==> src/rtl/stack_drain_pkg.sv <==
// Shared types and helpers for the stack drain controller.
package stack_drain_pkg;

  typedef enum logic [1:0] {
    IDLE  = 2'd0,
    DRAIN = 2'd1,
    FLUSH = 2'd2
  } state_t;

  localparam int unsigned STACK_W = 4;

  // Length/count fields hold 0..2**w, so they need one bit more than the address.
  function automatic int unsigned len_w(input int unsigned w);
    return w + 1;
  endfunction

endpackage

==> src/rtl/skid_buf2.sv <==
// Two-entry FIFO-ordered valid/ready buffer; load and unload may coincide at any occupancy.
module skid_buf2 #(
  parameter int unsigned P = 9
) (
  input  logic         clk,
  input  logic         clear,
  input  logic         load,
  input  logic [P-1:0] load_data,
  output logic         valid,
  output logic [P-1:0] data,
  input  logic         ready,
  output logic [1:0]   occ
);

  logic [P-1:0] head;
  logic [P-1:0] tail;
  logic [1:0]   count;
  logic         give;

  assign give  = ready && (count != 2'd0);
  assign valid = (count != 2'd0);
  assign data  = head;
  assign occ   = count;

  // Entry storage and occupancy; head always holds the oldest word.
  always_ff @(posedge clk) begin
    if (clear) begin
      count <= '0;
      head  <= '0;
      tail  <= '0;
    end else begin
      case (count)
        2'd0: begin
          if (load) begin
            head  <= load_data;
            count <= 2'd1;
          end
        end
        2'd1: begin
          if (load && give) begin
            head <= load_data;
          end else if (load) begin
            tail  <= load_data;
            count <= 2'd2;
          end else if (give) begin
            count <= 2'd0;
          end
        end
        default: begin
          if (give) begin
            head <= tail;
            if (load) tail <= load_data;
            else count <= 2'd1;
          end
        end
      endcase
    end
  end

endmodule

==> src/rtl/stack_drain.sv <==
// Pop-side controller: drains the LIFO newest-first onto a valid/ready stream with a last marker.
module stack_drain
  import stack_drain_pkg::*;
#(
  parameter int unsigned B = 8,
  parameter int unsigned W = STACK_W
) (
  input  logic         clk,
  input  logic         reset,
  input  logic         cmd_valid,
  input  logic [W:0]   cmd_len,
  output logic         cmd_ready,
  input  logic         st_empty,
  input  logic [B-1:0] st_r_data,
  output logic         st_pop,
  output logic [B-1:0] m_data,
  output logic         m_valid,
  input  logic         m_ready,
  output logic         m_last,
  output logic         done,
  output logic [W:0]   drained
);

  localparam int unsigned L = len_w(W);

  state_t         state;
  state_t         state_nx;
  logic           all_mode;
  logic           exhausted;
  logic [L-1:0]   remaining;
  logic [L-1:0]   delivered;
  logic           accept;
  logic           hs;
  logic           pop_last;
  logic [1:0]     occ;
  logic [B:0]     head;

  assign cmd_ready = (state == IDLE) && !reset;
  assign accept    = cmd_valid && cmd_ready;
  assign st_pop    = (state == DRAIN) && !st_empty && (occ <= 2'd1) && !exhausted
                     && (all_mode || (remaining != '0)) && !reset;
  assign pop_last  = !all_mode && (remaining == L'(1));
  assign hs        = m_valid && m_ready;
  assign m_data    = head[B:1];

  // In all mode the end of stream is only known once the stack reads empty, so last
  // is derived live from occupancy rather than stored with the entry.
  assign m_last = all_mode
                ? ((exhausted || ((state == DRAIN) && st_empty)) && (occ == 2'd1))
                : (head[0] && m_valid);

  skid_buf2 #(.P(B + 1)) u_buf (
    .clk       (clk),
    .clear     (reset || accept),
    .load      (st_pop),
    .load_data ({st_r_data, pop_last}),
    .valid     (m_valid),
    .data      (head),
    .ready     (m_ready),
    .occ       (occ)
  );

  // State register.
  always_ff @(posedge clk) begin
    if (reset) state <= IDLE;
    else       state <= state_nx;
  end

  // Next-state and completion pulse.
  always_comb begin
    state_nx = state;
    done     = 1'b0;
    case (state)
      IDLE: begin
        if (accept) state_nx = DRAIN;
      end
      DRAIN: begin
        if (all_mode) begin
          if (st_empty) begin
            // The final word can already be handshaking as the stack reads empty;
            // finish here instead of waiting in FLUSH for a word that is gone.
            if ((occ == 2'd0) || ((occ == 2'd1) && hs)) begin
              state_nx = IDLE;
              done     = 1'b1;
            end else begin
              state_nx = FLUSH;
            end
          end
        end else if (st_pop && pop_last) begin
          state_nx = FLUSH;
        end
      end
      FLUSH: begin
        if (hs && m_last) begin
          state_nx = IDLE;
          done     = 1'b1;
        end
      end
      default: state_nx = IDLE;
    endcase
  end

  // Command latch, length/exhaustion tracking and delivered count.
  always_ff @(posedge clk) begin
    if (reset) begin
      all_mode  <= 1'b0;
      exhausted <= 1'b0;
      remaining <= '0;
      delivered <= '0;
      drained   <= '0;
    end else begin
      if (accept) begin
        all_mode  <= (cmd_len == '0);
        remaining <= cmd_len;
        exhausted <= 1'b0;
        delivered <= '0;
      end else begin
        if (st_pop && !all_mode) remaining <= remaining - L'(1);
        if ((state == DRAIN) && all_mode && st_empty) exhausted <= 1'b1;
        if (hs) delivered <= delivered + L'(1);
      end
      if (done) drained <= delivered + {{(L-1){1'b0}}, hs};
    end
  end

endmodule
==> config.mk <==
export PLATFORM = sky130hd
export DESIGN_NAME = stack_drain
export DESIGN_NICKNAME = d
export VERILOG_FILES = /design/src/rtl/stack_drain_pkg.sv /design/src/rtl/skid_buf2.sv /design/src/rtl/stack_drain.sv
export SDC_FILE = /design/constraint.sdc
export NUM_CORES = 1
export LEC_CHECK = 0
export ABC_AREA = 1
export BUFFER_PORTS_ARGS = -buffer_cell sky130_fd_sc_hd__clkbuf_2
export CORE_MARGIN = 4
export CORE_UTILIZATION = 50
export CTS_CLUSTER_SIZE = 8
export DETAILED_ROUTE_END_ITERATION = 12
export PLACE_DENSITY = 0.75
export SLEW_MARGIN = 20
export SYNTH_ARGS = -nofsm -noshare
export SYNTH_HDL_FRONTEND = slang
export SYNTH_SLANG_ARGS = --single-unit
==> constraint.sdc <==
create_clock -name clk -period 1.7 [get_ports clk]
set_clock_uncertainty 0.15 [all_clocks]
set_input_delay 0 -clock clk [delete_from_list [all_inputs] [get_ports clk]]
set_output_delay 0 -clock clk [all_outputs]
set_load 0.005 [all_outputs]
==> impl_metrics.sql, run 1 <==
INSERT INTO impl_metrics (metric_group, metric, value, unit) VALUES
('logic_synthesis', 'synth_enable_flop_cells', '0', ''),
('setup_path', 'worst_path_buffer_plus_inverter_count', '4', ''),
('die', 'fp-row-count', '23', ''),
('final_layout', 'num-nets-final', '386', ''),
('detailed_routing', 'detailroute.via_count', '2061', ''),
('timing', 'slew_viol_final', '0', ''),
('cts', 'cts.sink_count', '39', ''),
('power_and_ir_drop', 'powerDensity', '955.8', 'nW/um2'),
('power_and_ir_drop', 'power_report.internal_total', '1.805', 'mW'),
('grt', 'first_global_vias', '1936', ''),
('power_and_ir_drop', 'post-layout-total-power', '2.714', 'mW'),
('final_layout', 'multi_input_comb_area', '1227', 'um2'),
('logic_synthesis', 'yosysTopAreaCellShare', '36.62', '%'),
('power_and_ir_drop', 'vdd_ir_drop_max', '0.6593', 'mV'),
('detailed_routing', 'route.detailed.drc', '0', ''),
('timing', 'slew_headroom', '77.06', '%'),
('logic_synthesis', 'synth_area', '2132', 'um2'),
('logic_synthesis', 'synth-main-ff-cell', 'dfxtp_1', ''),
('power_and_ir_drop', 'power.static_leakage', '1.283', 'nW'),
('logic_synthesis', 'synth_area_per_cell', '7.252', 'um2'),
('status', 'outcome', 'complete, no violations', ''),
('cts', 'clkSlewWorstSetupHoldPaths', '90', 'ps'),
('timing', 'maxClockFrequency', '605.3', 'MHz'),
('timing', 'report.final.hold_viol_count', '0', ''),
('detailed_routing', 'detail_route.iter0.violations', '83', ''),
('logic_synthesis', 'synth.cells.most_frequent', '50 x nor2_1, 46 x nand2_1, 39 x dfxtp_1', ''),
('setup_path', 'worst_setup_path_end_kind', 'register', ''),
('cts', 'tritoncts.num_buffers', '5', ''),
('detailed_routing', 'postRouteAntennaNets', '0', ''),
('detailed_routing', 'via_per_inst', '5.027', ''),
('min_path', 'path_type_of_the_worst_min_delay_path', 'input port to register', ''),
('cts', 'clock_tree.root_cell', 'clkbuf_8', ''),
('logic_synthesis', 'yosys.cell_count.top_type', 'nor2_1', ''),
('setup_path', 'critical_path.slowest_cell', 'dfxtp_2', ''),
('detailed_routing', 'route.final.wire_length', '5337', 'um'),
('placement', 'place_congestion', '0.8222', ''),
('detailed_routing', 'first_pass_iters', '4', ''),
('logic_synthesis', 'async_flop_share', '0', '%'),
('cts', 'cts_tree', 'done', ''),
('final_layout', 'areaGrowthSynthToFinish', '33.16', '%'),
('power_and_ir_drop', 'comb_power_share', '32.9', '%'),
('cts', 'cts_max_level', '2', ''),
('setup_path', 'critical_path_arrival', '1720', 'ps'),
('timing', 'worst_pin_slew', '344.1', 'ps'),
('logic_synthesis', 'netlist.top_cell.by_area', 'dfxtp_1', ''),
('run', 'max_cap_viols', '0', ''),
('setup_path', 'critical_path.max_stage_delay', '370', 'ps'),
('grt', 'global_route.overflow_total', '0', ''),
('detailed_routing', 'drt-wirelength-per-cell', '13.02', 'um'),
('setup_path', 'cp.required', '1770', 'ps'),
('setup_path', 'critical_path.cell_chain', 'inv_2 -> ha_4 -> inv_2 -> nor2_2 -> nand2_2 -> inv_2 -> nor2_4 -> buf_6 -> o21ai_0 -> a21oi_1', ''),
('placement', 'hpwl', '3384', 'um'),
('power_and_ir_drop', 'clock_power_share', '29.0', '%'),
('die', 'initial_utilization', '52.54', '%'),
('timing', 'finalCriticalPeriod', '1652', 'ps'),
('setup_path', 'setup.worst_path.start_class', 'register', ''),
('grt', 'grt_usage', '20.07', '%'),
('setup_path', 'cp_top_family', 'flip-flops', ''),
('die', 'placeableCoreArea', '4058', 'um2'),
('setup_path', 'critical_setup_path_class', 'register to register', ''),
('power_and_ir_drop', 'netSwitchingPower', '0.9084', 'mW'),
('power_and_ir_drop', 'seq_power_share', '38.1', '%'),
('final_layout', 'drive_above_1_share', '31.94', '%'),
('final_layout', 'filler_cell_count', '319', ''),
('logic_synthesis', 'syn_nets', '321', ''),
('grt', 'global_route_wire_length_before_repair', '8452', 'um'),
('logic_synthesis', 'ys_top_cells_by_area', 'dfxtp_1 37%, nor2_1 8.8%, o21ai_0 8.5%, nand2_1 8.1%, inv_1 5.6%', ''),
('setup_path', 'critical_path.most_common_cell', 'inv_2', ''),
('logic_synthesis', 'synth_cell_type_count', '34', ''),
('setup_path', 'worstPathMaxFanout', '11', ''),
('cts', 'worst_skew_pair.late_latency', '290', 'ps');
-- routing by layer --
layer	up-vias	share of wire (%)	wire length (um)	GRT usage, %
met4	0	1.2	63	5.835
met1	938	45	2417	24.60
met5	-	0	0	0
li1	1066	-	-	-
met2	51	50	2672	35.35
met3	6	3.4	183	4.104
-- registers in the layout, indices dropped and copies added (netlist names) --
signal	flops
u_buf.data	9
u_buf.tail	9
delivered	5
drained	5
remaining	5
state	2
u_buf.occ	2
all_mode	1
exhausted	1
-- layout by cell type, fill, tap and decap left out, drive strengths merged --
cell,instances
nor4,1
a21oi,19
clkinv,2
nand3,18
nor3,4
nand2,51
nor2,53
clkbuf,40
nand3b,2
xnor2,2
nor3b,1
a31oi,1
dlygate4sd3,17
buf,19
o21ai,38
bufinv,1
nand4,1
dfxtp,39
ha,9
a21boi,1
xor2,4
inv,37
-- logic make-up after synthesis --
| logic type | synth area share [%] |
|---|---|
| simple gates | 29.40 |
| compound gates | 14.91 |
| buf+inv | 11.33 |
| flops | 36.62 |
| fa+ha+maj | 5.282 |
| xor+xnor | 2.465 |
-- power groups by stage --
stage               sequential, mW  combinational (mW)  clock, mW
global placement              1.04               0.683          0
finish                        1.03               0.892      0.787
floorplan                     1.03               0.502          0
detailed placement            1.04               0.684          0
global route                  1.04                1.00      0.837
CTS                           1.03               0.745      0.805
-- per-stage QoR --
step	cells	setup WS (ps)	hold WS, ps	setup TNS (ps)	cell area, um2
after floorplan	294	18.20	-104.7	0	2133
after global placement	379	-114.0	110.7	-1001	2381
after detailed placement	379	-142.0	132.0	-1802	2381
after CTS	406	1.480	21.99	0	2703
after global routing	410	-87.40	182.4	-247.4	2839
final	410	47.89	136.1	0	2839
-- what timing repair did --
item | CTS | global route
gates resized for setup | 7 | 38
cloned | 0 | 1
setup buffers | 3 | 2
endpoints found under the hold margin | 23 | 1
endpoints found under the setup margin | 27 | 38
hold buffers | 16 | 1
pin swaps | 3 | 9
-- tightest hold or removal path: stages --
cell	delay [ps]
clkbuf_2	120
inv_1	110
nand2_1	200
a21oi_1	100
-- worst paths after layout --
path / startpoint / to / slack (ps) / cells after the start
worst max-delay path: state[0]$_SDFFE_PP0P_ / u_buf.tail[1]$_SDFFE_PP0P_ / 50 / 10
worst min register to register: u_buf.tail[5]$_SDFFE_PP0P_ / u_buf.tail[5]$_SDFFE_PP0P_ / 300 / 2
worst max register to register: state[0]$_SDFFE_PP0P_ / u_buf.tail[1]$_SDFFE_PP0P_ / 50 / 10
worst min-delay path: m_ready / u_buf.occ[1]$_SDFFE_PP0P_ / 140 / 4
-- layout make-up --
cell class / count / area share, %
clock buffer: 5 / 2.424
clock inverter: 3 / 1.543
inverter: 37 / 5.333
multi-input combinational: 205 / 43.24
sequential: 39 / 27.68
tap: 50 / 2.204
timing repair buffer: 71 / 17.58
No activity file was read; power rests on OpenSTA's default activity.
==> run 2: changes to the inputs <==
--- a/config.mk
+++ b/config.mk
@@ -9,9 +9,10 @@
 export BUFFER_PORTS_ARGS = -buffer_cell sky130_fd_sc_hd__clkbuf_2
 export CORE_MARGIN = 4
 export CORE_UTILIZATION = 50
+export CTS_BUF_LIST = sky130_fd_sc_hd__clkbuf_4 sky130_fd_sc_hd__clkbuf_8 sky130_fd_sc_hd__clkbuf_16
 export CTS_CLUSTER_SIZE = 8
 export DETAILED_ROUTE_END_ITERATION = 12
-export PLACE_DENSITY = 0.75
+export PLACE_DENSITY_LB_ADDON = 0.12
 export SLEW_MARGIN = 20
 export SYNTH_ARGS = -nofsm -noshare
 export SYNTH_HDL_FRONTEND = slang
==> impl_metrics.sql, run 2 (same netlist as run 1, synthesis figures left out) <==
INSERT INTO impl_metrics (metric_group, metric, value, unit) VALUES
('cts', 'clkSlewWorstSetupHoldPaths', '80', 'ps'),
('setup_path', 'r2r.worst_path.cells', '9', ''),
('timing', 'finalCriticalPeriod', '1680', 'ps'),
('power_and_ir_drop', 'post-layout-total-power', '2.708', 'mW'),
('placement', 'hpwl', '3335', 'um'),
('timing', 'maxClockFrequency', '595.4', 'MHz'),
('timing', 'timing.setup.tns', '0', 'ps'),
('detailed_routing', 'route.final.wire_length', '5084', 'um'),
('grt', 'global_route_wire_length_before_repair', '7983', 'um'),
('timing', 'slew_headroom', '74.00', '%'),
('detailed_routing', 'via_per_inst', '4.938', ''),
('cts', 'cts.sink_count', '39', ''),
('detailed_routing', 'top_layer', 'met4', ''),
('power_and_ir_drop', 'swShare', '33.25', '%'),
('status', 'outcome', 'complete, no violations', ''),
('final_layout', 'layoutNonFillerInstCount', '405', ''),
('timing', 'report.final.hold_viol_count', '0', ''),
('min_path', 'path_type_of_the_worst_min_delay_path', 'input port to register', ''),
('setup_path', 'worst_setup_path_end_kind', 'register', ''),
('setup_path', 'setup.worst_path.start_class', 'register', ''),
('timing', 'worst_pin_slew', '386.4', 'ps'),
('grt', 'global_route.overflow_total', '0', ''),
('final_layout', 'drive_above_1_share', '29.58', '%'),
('final_layout', 'num-nets-final', '381', ''),
('die', 'die_width', '73.30', 'um'),
('die', 'initial_utilization', '52.54', '%'),
('power_and_ir_drop', 'netSwitchingPower', '0.9004', 'mW'),
('cts', 'worst_skew_pair.late_latency', '300', 'ps'),
('power_and_ir_drop', 'comb_power_share', '32.2', '%'),
('grt', 'grt_usage', '19.06', '%'),
('detailed_routing', 'detailroute.via_count', '2000', ''),
('cts', 'cts_max_level', '2', ''),
('grt', 'first_global_vias', '1881', ''),
('final_layout', 'antenna_fix_cells', '0', ''),
('setup_path', 'critical_path_arrival', '1710', 'ps'),
('power_and_ir_drop', 'seq_power_share', '38.6', '%'),
('power_and_ir_drop', 'clock_power_share', '29.2', '%'),
('cts', 'cts_buffer_depth', '2', ''),
('cts', 'cts_tree', 'done', ''),
('detailed_routing', 'first_pass_iters', '4', ''),
('placement', 'placed_cells_incl_taps', '376', ''),
('power_and_ir_drop', 'vdd_ir_drop_max', '0.6431', 'mV'),
('timing', 'grt_setup_unrepaired', 'yes', ''),
('setup_path', 'cp.required', '1730', 'ps'),
('final_layout', 'areaGrowthSynthToFinish', '32.86', '%'),
('power_and_ir_drop', 'power.static_leakage', '1.276', 'nW'),
('detailed_routing', 'route.detailed.drc', '0', ''),
('die', 'io_pins', '36', ''),
('detailed_routing', 'wl_met1', '2296', 'um'),
('min_path', 'worst_hold_path.num_cells', '5', ''),
('die', 'fp-row-count', '23', ''),
('grt', 'antenna_violations_before_repair', '0', ''),
('power_and_ir_drop', 'powerDensity', '955.9', 'nW/um2'),
('setup_path', 'critical_setup_path_class', 'register to register', ''),
('detailed_routing', 'wl_met3', '246', 'um'),
('die', 'die_area', '5373', 'um2'),
('timing', 'setup_viol_count_final', '0', ''),
('setup_path', 'worstPathMaxFanout', '9', ''),
('placement', 'pre_cts_ws', '-41.62', 'ps'),
('timing', 'slew_viol_final', '0', ''),
('final_layout', 'layout_common_cells', '48 x nor2_1, 44 x nand2_1, 35 x dfxtp_1', ''),
('grt', 'pin_count_of_the_biggest_net_entering_global_routing', '21', ''),
('cts', 'tritoncts.num_buffers', '5', ''),
('detailed_routing', 'wl_met2', '2443', 'um'),
('final_layout', 'filler_cell_count', '340', ''),
('placement', 'portBuffers', '35', ''),
('detailed_routing', 'postRouteAntennaNets', '0', ''),
('cts', 'clock_tree.root_cell', 'clkbuf_8', ''),
('detailed_routing', 'drt-wirelength-per-cell', '12.55', 'um'),
('final_layout', 'final_common_cell', 'nor2_1', ''),
('power_and_ir_drop', 'power_report.internal_total', '1.807', 'mW'),
('detailed_routing', 'detail_route.iter0.violations', '75', ''),
('timing', 'postLayoutSetupSlackWorst', '20.39', 'ps'),
('run', 'max_cap_viols', '0', ''),
('placement', 'place_congestion', '0.8474', ''),
('die', 'placeableCoreArea', '4058', 'um2'),
('timing', 'final_min_period_over_clock_period', '98.80', '%'),
('die', 'die_h', '73.30', 'um');
run 2: worst max-delay path, cell delays in order, from the launching register on:
cell and delay (ps):
dfxtp_2 340, buf_4 170, inv_6 80, nand3_2 80, nor2_4 140, nand2_4 90, inv_6 90, nand3_4 110
o21ai_0 230, a21oi_1 80
run 2: stage by stage:
step | util [%] | instance area (um2) | hold slack [ps]
after CTS | 65.83 | 2671 | 14.56
after global routing | 69.81 | 2833 | 79.29
final | 69.81 | 2833 | 40.51
after detailed placement | 58.43 | 2371 | 112.9
after floorplan | - | 2133 | -104.7
after global placement | 58.43 | 2371 | 113.4
run 2: layout make-up:
type	instances	area, um2	area share [%]
Inverter	37	162.7	5.742
Timing Repair Buffer	66	479.2	16.92
Sequential cell	39	788.3	27.83
Tap cell	50	62.56	2.208
Clock inverter	3	43.79	1.546
Clock buffer	5	68.82	2.429
Multi-Input combinational cell	205	1227	43.33
run 2: path summary, 6_finish.rpt:
kind                                    from                          to  slack [ps]
setup / recovery   u_buf.occ[1]$_SDFFE_PP0P_  u_buf.tail[4]$_SDFFE_PP0P_          20
hold / removal                     cmd_valid       state[1]$_SDFFE_PP0P_          40
setup reg to reg   u_buf.occ[1]$_SDFFE_PP0P_  u_buf.tail[4]$_SDFFE_PP0P_          20
hold reg to reg   u_buf.tail[5]$_SDFFE_PP0P_  u_buf.tail[5]$_SDFFE_PP0P_         300
run 2: power groups by stage:
stage	clock (mW)	combinational [mW]	sequential, mW
finish	0.792	0.871	1.04
detailed placement	0	0.676	1.04
global route	0.840	0.980	1.05
floorplan	0	0.502	1.03
CTS	0.815	0.721	1.03
global placement	0	0.672	1.04
run 2: what timing repair did:
action / CTS / global route
pin swaps: 3 / 12
hold buffers: 15 / 0
setup buffers: 2 / 2
gates resized for setup: 8 / 39
hold endpoints to repair: 23 / 0
cloned: 0 / 2
setup endpoints to repair: 12 / 40
run 2: metal layers:
metal  global-route usage [%]  vias to the layer above
met5                        0                        -
met4                    8.451                        0
met3                    4.788                        7
met2                    31.68                       47
met1                    23.18                      891
li1                         -                     1055
==> run 3: changes to the inputs <==
--- a/config.mk
+++ b/config.mk
@@ -13,7 +13,7 @@
 export CTS_CLUSTER_SIZE = 8
 export DETAILED_ROUTE_END_ITERATION = 12
 export PLACE_DENSITY_LB_ADDON = 0.12
-export SLEW_MARGIN = 20
+export SLEW_MARGIN = 15
 export SYNTH_ARGS = -nofsm -noshare
 export SYNTH_HDL_FRONTEND = slang
 export SYNTH_SLANG_ARGS = --single-unit
==> constraint.sdc (replaced) <==
create_clock -name clk -period 1.4 [get_ports clk]
set_clock_uncertainty 0.15 [all_clocks]
set_input_delay 0 -clock clk [delete_from_list [all_inputs] [get_ports clk]]
set_output_delay 0 -clock clk [all_outputs]
set_load 0.005 [all_outputs]
==> impl_metrics.sql, run 3 (same netlist as run 1, synthesis figures left out) <==
INSERT INTO impl_metrics (metric_group, metric, value, unit) VALUES
('power_and_ir_drop', 'netSwitchingPower', '1.470', 'mW'),
('placement', 'hpwl', '3773', 'um'),
('final_layout', 'num-nets-final', '438', ''),
('timing', 'finalCriticalPeriod', '1907', 'ps'),
('run', 'max_cap_viols', '0', ''),
('power_and_ir_drop', 'post-layout-total-power', '4.001', 'mW'),
('die', 'io_pins', '36', ''),
('die', 'fp-row-count', '23', ''),
('setup_path', 'worstPathMaxFanout', '3', ''),
('status', 'violations', 'setup timing', ''),
('setup_path', 'critical_path.cell_chain', 'inv_1 -> buf_4 -> ha_1 -> nand2_1 -> nor2_1 -> nand3_1 -> nand2_1 -> nand3_2 -> nand2_1 -> inv_1 -> nor2_1', ''),
('setup_path', 'setup.worst_path.start_class', 'register', ''),
('die', 'die_width', '73.30', 'um'),
('grt', 'global_route.overflow_total', '0', ''),
('timing', 'maxClockFrequency', '524.5', 'MHz'),
('power_and_ir_drop', 'powerDensity', '1091', 'nW/um2'),
('setup_path', 'critical_path.max_stage_delay', '330', 'ps'),
('detailed_routing', 'detail_route.iter0.violations', '153', ''),
('status', 'outcome', 'complete, but fails checks', ''),
('timing', 'slew_viol_final', '0', ''),
('power_and_ir_drop', 'vdd_ir_drop_max', '0.9185', 'mV'),
('setup_path', 'worst_path_buffer_plus_inverter_count', '3', ''),
('detailed_routing', 'drt-wirelength-per-cell', '17.46', 'um'),
('setup_path', 'worst_setup_path_end_kind', 'register', ''),
('die', 'die_area', '5373', 'um2'),
('final_layout', 'areaGrowthSynthToFinish', '71.95', '%'),
('grt', 'pin_count_of_the_biggest_net_entering_global_routing', '17', ''),
('setup_path', 'cp_top_family', 'simple AND/OR/NAND/NOR gates', ''),
('timing', 'timing.setup.tns', '-12570', 'ps'),
('die', 'die_h', '73.30', 'um'),
('timing', 'postLayoutSetupSlackWorst', '-506.7', 'ps'),
('die', 'initial_utilization', '52.54', '%'),
('timing', 'report.final.hold_viol_count', '0', ''),
('cts', 'cts_tree', 'done', ''),
('detailed_routing', 'postRouteAntennaNets', '0', ''),
('detailed_routing', 'detailroute.via_count', '2564', ''),
('timing', 'final_min_period_over_clock_period', '136.2', '%'),
('setup_path', 'critical_path.most_common_cell', 'nand2_1', ''),
('final_layout', 'drive_above_1_share', '51.94', '%'),
('setup_path', 'critical_path.slowest_cell', 'dfxtp_1', ''),
('cts', 'cts_max_level', '2', ''),
('detailed_routing', 'route.detailed.drc', '0', ''),
('grt', 'antenna_violations_before_repair', '0', ''),
('final_layout', 'antenna_fix_cells', '0', ''),
('final_layout', 'layoutNonFillerInstCount', '462', ''),
('power_and_ir_drop', 'swShare', '36.75', '%'),
('final_layout', 'layout_common_cells', '49 x buf_4, 41 x nor2_1, 37 x nand2_1', ''),
('cts', 'clock_tree.root_cell', 'clkbuf_8', ''),
('grt', 'global_route_wire_length_before_repair', '11220', 'um'),
('placement', 'placed_cells_incl_taps', '410', ''),
('setup_path', 'critical_setup_path_class', 'register to register', ''),
('die', 'placeableCoreArea', '4058', 'um2'),
('timing', 'worst_pin_slew', '389.6', 'ps'),
('final_layout', 'final_core_util', '90.35', '%'),
('placement', 'pre_cts_ws', '-229.5', 'ps'),
('detailed_routing', 'via_per_inst', '5.550', ''),
('power_and_ir_drop', 'power_report.internal_total', '2.531', 'mW'),
('power_and_ir_drop', 'seq_power_share', '31.4', '%'),
('grt', 'grt_usage', '27.43', '%'),
('placement', 'portBuffers', '35', ''),
('min_path', 'path_type_of_the_worst_min_delay_path', 'input port to register', ''),
('cts', 'clkSlewWorstSetupHoldPaths', '80', 'ps'),
('cts', 'tritoncts.num_buffers', '5', ''),
('placement', 'place_congestion', '0.7724', ''),
('cts', 'cts_buffer_depth', '2', ''),
('timing', 'setup_viol_count_final', '42', ''),
('power_and_ir_drop', 'clock_power_share', '22.8', '%'),
('cts', 'worst_skew_pair.late_latency', '310', 'ps'),
('timing', 'grt_setup_unrepaired', 'yes', ''),
('power_and_ir_drop', 'comb_power_share', '45.8', '%'),
('timing', 'slew_headroom', '73.97', '%'),
('final_layout', 'final_common_cell', 'buf_4', ''),
('detailed_routing', 'first_pass_iters', '4', ''),
('setup_path', 'critical_path_arrival', '2000', 'ps'),
('cts', 'cts.sink_count', '39', ''),
('detailed_routing', 'route.final.wire_length', '8068', 'um'),
('grt', 'first_global_vias', '2447', ''),
('power_and_ir_drop', 'power.static_leakage', '1.621', 'nW'),
('setup_path', 'cp.required', '1490', 'ps');
run 3: changes by cell type in the layout (fill, tap and decap cells not counted), sizes merged:
| cell | change |
|---|---|
| buf | +56 |
| clkinv | +1 |
| nand3 | +2 |
| bufinv | -1 |
| clkinvlp | -1 |
run 3: cell type report:
cell class              instances  area (um2)
multi-input cells             207        1548
fillers                       177       391.6
clock inverters                 2       13.76
clock buffers                   6       93.84
flip-flops and latches         39       788.3
well taps                      50       62.56
inverters                      37       163.9
repair buffers                121       996.0
run 3: timing repair:
item	4_1_cts	5_1_grt
setup endpoints to repair	43	44
resized for setup	53	43
hold endpoints to repair	26	0
hold buffers	15	0
setup buffers	22	5
pin swaps	21	16
cloned	5	1
run 3: path summary, 6_finish.rpt:
check,start,to,cells past startpoint,slack (ps)
worst min-delay path,cmd_valid,state[1]$_SDFFE_PP0P_,6,60
worst min register to register,u_buf.tail[1]$_SDFFE_PP0P_,u_buf.tail[1]$_SDFFE_PP0P_,2,320
worst max register to register,remaining[1]$_SDFFE_PP0P_,state[0]$_SDFFE_PP0P_,11,-510
worst max-delay path,remaining[1]$_SDFFE_PP0P_,state[0]$_SDFFE_PP0P_,11,-510
run 3: layer usage:
layer  routed length [um]  up-vias  global-route usage, %
li1                     -     1178                      -
met1                 3023     1231                  29.83
met5                    0        -                      0
met3                  421       38                  5.198
met4                  480        0                  12.07
met2                 4142      117                  51.04
run 3: power groups by stage:
stage               registers, mW  clock network (mW)  logic [mW]
floorplan                    1.27                   0       0.767
global placement             1.27                   0        1.16
detailed placement           1.27                   0        1.17
CTS                          1.24               0.911        1.55
global route                 1.26               0.953        1.95
finish                       1.26               0.911        1.83
run 3: through the flow:
| step | hold WS (ps) | cell area, um2 |
|---|---|---|
| after floorplan | -127.9 | 2320 |
| after global placement | 108.0 | 2793 |
| after global routing | 83.59 | 3666 |
| after detailed placement | 114.6 | 2793 |
| final | 62.75 | 3666 |
| after CTS | 28.56 | 3488 |
run 3: worst reg2reg max path: stages, from the launching register on:
cell and delay (ps):
dfxtp_1 330, inv_1 90, buf_4 130, ha_1 140
nand2_1 80, nor2_1 240, nand3_1 180, nand2_1 170
nand3_2 120, nand2_1 90, inv_1 40, nor2_1 80
